`src/rtl/exec_wb_stage_pkg.sv`:
```
// =============================================================================
// Module   : exec_wb_stage_pkg
// Brief    : Shared widths and flag bit indices for the execute/writeback path.
// Revision : 1.0 - initial release
// =============================================================================
`default_nettype none

package exec_wb_stage_pkg;

  localparam int W_OPR   = 32;
  localparam int W_FLAGS = 4;
  localparam int W_RADDR = 5;

  // Flag bit positions within {overflow, sign, zero, carry}
  localparam int FLAG_C = 0;
  localparam int FLAG_Z = 1;
  localparam int FLAG_S = 2;
  localparam int FLAG_V = 3;

  // Register 0 is hardwired to zero, so writes to it never create a hazard.
  function automatic logic hazard_match(input logic            rd_we,
                                        input logic [W_RADDR-1:0] rd,
                                        input logic [W_RADDR-1:0] addr);
    return rd_we && (rd == addr) && (addr != '0);
  endfunction

endpackage

`default_nettype wire

```
`src/rtl/exec_wb_stage_skid_buf.sv`:
```
// =============================================================================
// Module   : wb_skid_buf
// Brief    : Circular skid buffer with generic payload; exposes per-slot tags.
// Revision : 1.0 - initial release
// =============================================================================
`default_nettype none

module wb_skid_buf #(
  parameter int W_PAYLOAD = 8,
  parameter int W_TAG     = 1,
  parameter int DEPTH     = 2
) (
  input  logic                             clk,
  input  logic                             rst_n,
  input  logic                             i_flush,
  input  logic                             i_push,
  input  logic                             i_pop,
  input  logic [W_PAYLOAD-1:0]             i_payload,
  output logic                             o_full,
  output logic                             o_empty,
  output logic [W_PAYLOAD-1:0]             o_head,
  output logic [DEPTH-1:0]                 o_slot_valid,
  output logic [DEPTH-1:0][W_TAG-1:0]      o_slot_tag
);

  localparam int W_CNT = $clog2(DEPTH + 1);
  localparam int W_PTR = $clog2(DEPTH);

  logic [DEPTH-1:0][W_PAYLOAD-1:0] r_mem;
  logic [W_PTR-1:0]                r_head;
  logic [W_CNT-1:0]                r_count;
  logic [W_PTR-1:0]                w_tail;

  assign w_tail  = r_head + W_PTR'(r_count);
  assign o_full  = (r_count == W_CNT'(DEPTH));
  assign o_empty = (r_count == '0);
  assign o_head  = o_empty ? '0 : r_mem[r_head];

  always_ff @(posedge clk or negedge rst_n) begin
    if (!rst_n) begin
      r_mem   <= '0;
      r_head  <= '0;
      r_count <= '0;
    end else begin
      if (i_push && !i_flush)
        r_mem[w_tail] <= i_payload;
      if (i_flush) begin
        r_head  <= '0;
        r_count <= '0;
      end else begin
        if (i_pop)
          r_head <= r_head + W_PTR'(1);
        case ({i_push, i_pop})
          2'b10:   r_count <= r_count + W_CNT'(1);
          2'b01:   r_count <= r_count - W_CNT'(1);
          default: r_count <= r_count;
        endcase
      end
    end
  end

  // A slot is live when its distance from the head is below the fill count.
  for (genvar i = 0; i < DEPTH; i++) begin : g_slot
    logic [W_PTR-1:0] w_off;
    assign w_off           = W_PTR'(i) - r_head;
    assign o_slot_valid[i] = (W_CNT'(w_off) < r_count);
    assign o_slot_tag[i]   = r_mem[i][W_PAYLOAD-1 -: W_TAG];
  end

endmodule

`default_nettype wire

```
`src/rtl/exec_wb_stage.sv`:
```
// =============================================================================
// Module   : exec_wb_stage
// Brief    : Writeback stage: 2-entry skid buffer, flags commit, RAW hazard query.
// Revision : 1.0 - initial release
// =============================================================================
`default_nettype none

module exec_wb_stage
  import exec_wb_stage_pkg::*;
#(
  parameter int DEPTH = 2
) (
  input  logic               clk_i,
  input  logic               rst_n_i,
  input  logic               flush_i,
  input  logic               in_valid_i,
  output logic               in_ready_o,
  input  logic [W_OPR-1:0]   in_result_i,
  input  logic [W_FLAGS-1:0] in_flags_i,
  input  logic [W_RADDR-1:0] in_rd_i,
  input  logic               in_rd_we_i,
  input  logic               in_flags_we_i,
  output logic               wb_valid_o,
  input  logic               wb_ready_i,
  output logic [W_OPR-1:0]   wb_result_o,
  output logic [W_RADDR-1:0] wb_rd_o,
  output logic               wb_rd_we_o,
  output logic [W_FLAGS-1:0] flags_o,
  input  logic [W_RADDR-1:0] haz_addr_i,
  output logic               haz_o
);

  localparam int C_W_TAG = 1 + W_RADDR;
  localparam int C_W_PAY = C_W_TAG + 1 + W_FLAGS + W_OPR;

  logic                            w_push;
  logic                            w_pop;
  logic                            w_full;
  logic                            w_empty;
  logic [C_W_PAY-1:0]              w_in_pay;
  logic [C_W_PAY-1:0]              w_head;
  logic [DEPTH-1:0]                w_slot_valid;
  logic [DEPTH-1:0][C_W_TAG-1:0]   w_slot_tag;
  logic [DEPTH-1:0]                w_hit;
  logic                            w_head_flags_we;
  logic [W_FLAGS-1:0]              w_head_flags;
  logic [W_FLAGS-1:0]              r_flags;

  // Hazard fields sit at the top of the payload so the buffer can expose them as tags.
  assign w_in_pay = {in_rd_we_i, in_rd_i, in_flags_we_i, in_flags_i, in_result_i};

  assign in_ready_o = ~w_full;
  assign wb_valid_o = ~w_empty;
  assign w_push     = in_valid_i & in_ready_o;
  assign w_pop      = wb_valid_o & wb_ready_i;

  assign {wb_rd_we_o, wb_rd_o, w_head_flags_we, w_head_flags, wb_result_o} = w_head;

  wb_skid_buf #(
    .W_PAYLOAD (C_W_PAY),
    .W_TAG     (C_W_TAG),
    .DEPTH     (DEPTH)
  ) u_buf (
    .clk          (clk_i),
    .rst_n        (rst_n_i),
    .i_flush      (flush_i),
    .i_push       (w_push),
    .i_pop        (w_pop),
    .i_payload    (w_in_pay),
    .o_full       (w_full),
    .o_empty      (w_empty),
    .o_head       (w_head),
    .o_slot_valid (w_slot_valid),
    .o_slot_tag   (w_slot_tag)
  );

  // A pop retires the head even under flush, so its flag commit still lands.
  always_ff @(posedge clk_i or negedge rst_n_i) begin
    if (!rst_n_i)
      r_flags <= '0;
    else if (w_pop && w_head_flags_we)
      r_flags <= w_head_flags;
  end

  assign flags_o = r_flags;

  for (genvar i = 0; i < DEPTH; i++) begin : g_haz
    assign w_hit[i] = w_slot_valid[i] &
                      hazard_match(w_slot_tag[i][C_W_TAG-1], w_slot_tag[i][W_RADDR-1:0], haz_addr_i);
  end

  assign haz_o = |w_hit;

endmodule

`default_nettype wire

```
`config.mk`:
```
export PLATFORM = sky130hd
export DESIGN_NAME = exec_wb_stage
export DESIGN_NICKNAME = d
export VERILOG_FILES = /design/src/rtl/exec_wb_stage_pkg.sv /design/src/rtl/exec_wb_stage_skid_buf.sv /design/src/rtl/exec_wb_stage.sv
export SDC_FILE = /design/constraint.sdc
export NUM_CORES = 1
export LEC_CHECK = 0
export CORE_MARGIN = 2
export CORE_UTILIZATION = 56
export DETAILED_ROUTE_END_ITERATION = 8
export MAX_ROUTING_LAYER = met4
export PLACE_DENSITY = 0.92
export RECOVER_POWER = 25
export REMOVE_ABC_BUFFERS = 1
export SLEW_MARGIN = 30
export SYNTH_ARGS = -nofsm -noshare
export SYNTH_HDL_FRONTEND = slang
export SYNTH_SLANG_ARGS = --single-unit
export TNS_END_PERCENT = 30
```
`constraint.sdc`:
```
create_clock -name clk_i -period 4.1 [get_ports clk_i]
set_input_delay 0.41 -clock clk_i [delete_from_list [all_inputs] [get_ports clk_i]]
set_output_delay 0.41 -clock clk_i [all_outputs]
set_load 0.02 [all_outputs]
```
==> flow_summary.yaml <==
run_status:
  outcome: "finished with violations"
  violations: "capacitance limit, slew limit"
synth:
  synth_edf_count: 0
  ys_warn_count: 0
  async_reset_ff_share_pct: 100.0
  netlist_area_mm2: 0.004841
  synth_top_area_share_pct: 48.07
  synth_most_common_cell: "dfrtp_1"
  synthTopCellsByCount: "dfrtp_1 (93), mux2_2 (50), nor2_1 (45)"
  synth_top_family_by_area: "multiplexers"
  synth_compound_area_share_pct: 0.8529
  ys_seq_elements: 93
  yosysUniqueCellTypes: 28
  synth_xor_area_share_pct: 1.990
  syn_inst: 359
  yosys.area_share.simple_pct: 5.454
  avgSynthCellArea_um2: 13.48
  yosysTopAreaCell: "dfrtp_1"
  yosysSeqAreaShare_pct: 48.07
  synth_area_leaders: "dfrtp_1 (48%), mux2_4 (12%), mux2_2 (12%)"
  synthFlopType: "dfrtp_1"
  synthMuxAreaShare_pct: 33.24
  synth_fa_ha_area_share_pct: 0.5169
sta:
  relSlewSlack_pct: -75.90
  skew_ps: 14.32
  rsz0062_at_grt: "false"
  fin_crit_sh_pct: 71.70
  worst_slew_pin_slew_ps: 2639
  setup_tns_ps: 0
  fin_crit_ps: 2940
  setup_ws_ps: 1160
  slew_violations: 51
  setup_viol: 0
  fmax_mhz: 340.2
  hold_violations: 0
layout:
  nNetsFinal: 469
  register_area_mm2: 0.002328
  multi_input_area_mm2: 0.002047
  nFillCells: 600
  syn_to_final_growth_pct: 17.76
  diodes: 0
  drive_gt1_share_pct: 27.21
global_route:
  grt_overflow_total: 0
  grt_start_max_net_pins: 51
  grt_pass1_vias: 3012
  grt_use_total_pct: 19.52
  grt_pass1_wl_um: 14590
  antenna_found_initial: 0
worst_setup_path:
  cp_slowest_cell: "dfrtp_2"
  crit_fanout: 23
  cp_cell_sequence: "buf_4, mux2i_1, nor2_1, clkdlybuf4s50_1"
  worstPathArrival_ps: 2530
  cp-start-kind: "register"
  crit_family: "buffers and inverters"
  path_buf_inv: 2
  slowest_delay_ps: 780
  critical_path_class: "reg -> out"
  worstPathRequired_ps: 3690
  end_kind: "output pin"
placed_design:
  globalplace.congestion: 0.8239
  port_buffers: 97
  post-place-ws_ps: 1215
  dp_hpwl_um: 5766
power:
  power_mw: 2.978
  leakage_nw: 2.372
  power.density_mw_per_mm2: 522.5
  peakVddDrop_mv: 0.2218
routing:
  wl_per_cell_um: 16.62
  drt_iter0_drc: 97
  num_vias: 2757
  ant_nets: 0
  avgViaCountPerCell: 5.261
  wirelength_um: 8710
  drt_pass1_iterations: 4
  drc: 0
min_path:
  hold_path_class: "reg -> reg"
die:
  core_mm2: 0.008299
  initial_core_util_pct: 58.33
  rows: 33
  die_x_um: 96.98
  die-area_mm2: 0.009404
  die_y_um: 96.98
  ios: 98
clocking:
  clock_sinks: 93
  clockRootBuffer: "clkbuf_8"
  cts_resized: 0
  htreeDepth: 3
  cts_buffer_depth: 2
  cts_tree: "built"
  cts_setup_buffers: 0
  numCtsBuffers: 9
  holdBufCountCts: 0
  clkTransAtPathRegs_ps: 90
  clkLatencyLatePin_ps: 340
run:
  drv_cap: 1
layout by cell type (no fill, tap or decap), types with 2 or more instances in the layout:
cell and n:
o2111ai_1 2, mux2_1 4, xor2_1 8, mux2_4 40, nor2_1 44, clkinv_4 2
ha_1 2, inv_1 2, xnor2_1 3, clkdlybuf4s50_1 95, nor4_1 2, clkinv_2 2
dfrtp_1 92, mux2_2 50, buf_4 2, a21oi_1 2, mux2i_1 40, clkbuf_8 11
worst paths after layout:
path | start | end | slack, ps | depth (start not counted)
worst max register to register | u_buf.r_head$_DFFE_PN0P_ | u_buf.r_mem[43]$_DFFE_PN0P_ | 1290 | 5
worst max-delay path | u_buf.r_head$_DFFE_PN0P_ | wb_result_o[22] | 1160 | 4
min in group asynchronous | rst_n_i | u_buf.r_count[0]$_DFFE_PN0P_ | 890 | 1
worst min-delay path | u_buf.r_mem[4]$_DFFE_PN0P_ | u_buf.r_mem[4]$_DFFE_PN0P_ | 500 | 1
worst min register to register | u_buf.r_mem[4]$_DFFE_PN0P_ | u_buf.r_mem[4]$_DFFE_PN0P_ | 500 | 1
max in group asynchronous | rst_n_i | u_buf.r_mem[71]$_DFFE_PN0P_ | 1500 | 2
per-layer routing:
layer  wire, um  GRT usage (%)  part of all wire [%]
met2       4199          30.98                    48
met3        373          3.974                   4.3
met4         29          4.875                  0.33
met5          0              -                     0
met1       4106          26.03                    47
power by group:
group	switching, mW	internal, mW	leakage [nW]
Clock	0.314	0.254	0.0953
Combinational	0.371	0.614	1.17
Sequential	0.200	1.23	1.11
Total	0.885	2.09	2.37
cell families (layout without fill, tap and decap cells):
kind of cell | after synthesis | after routing
muxes | 134 | 134
and+or+nand+nor | 55 | 55
DFF | 93 | 93
xor gates and xnor gates | 11 | 11
adders and majority gates | 2 | 2
buffers and inverters | 58 | 118
AOI/OAI and AO/OA | 6 | 6
stage by stage:
stage | utilization [%] | area (um2) | cells | hold slack (ps)
2_1_floorplan | - | 4370 | 303 | 114.4
6_report | 68.69 | 5700 | 524 | 496.2
5_1_grt | 68.69 | 5700 | 524 | 520.6
3_3_place_gp | 66.24 | 5498 | 507 | 458.5
3_5_place_dp | 66.24 | 5498 | 507 | 467.1
4_1_cts | 68.49 | 5684 | 523 | 101.5
final cells by class:
type | instances | area share (%)
Multi-Input combinational cell | 208 | 35.91
Sequential cell | 93 | 40.85
Clock inverter | 5 | 0.6146
Tap cell | 105 | 2.305
Clock buffer | 11 | 2.656
Inverter | 2 | 0.1317
Timing Repair Buffer | 100 | 17.54
state kept, by name (all words and copies together) (netlist names):
signal            flops
u_buf.r_count         2
flags_o               4
u_buf.r_mem          74
u_buf.o_slot_tag     12
u_buf.r_head          1
Note: power is estimated with default switching activity, not from simulation.
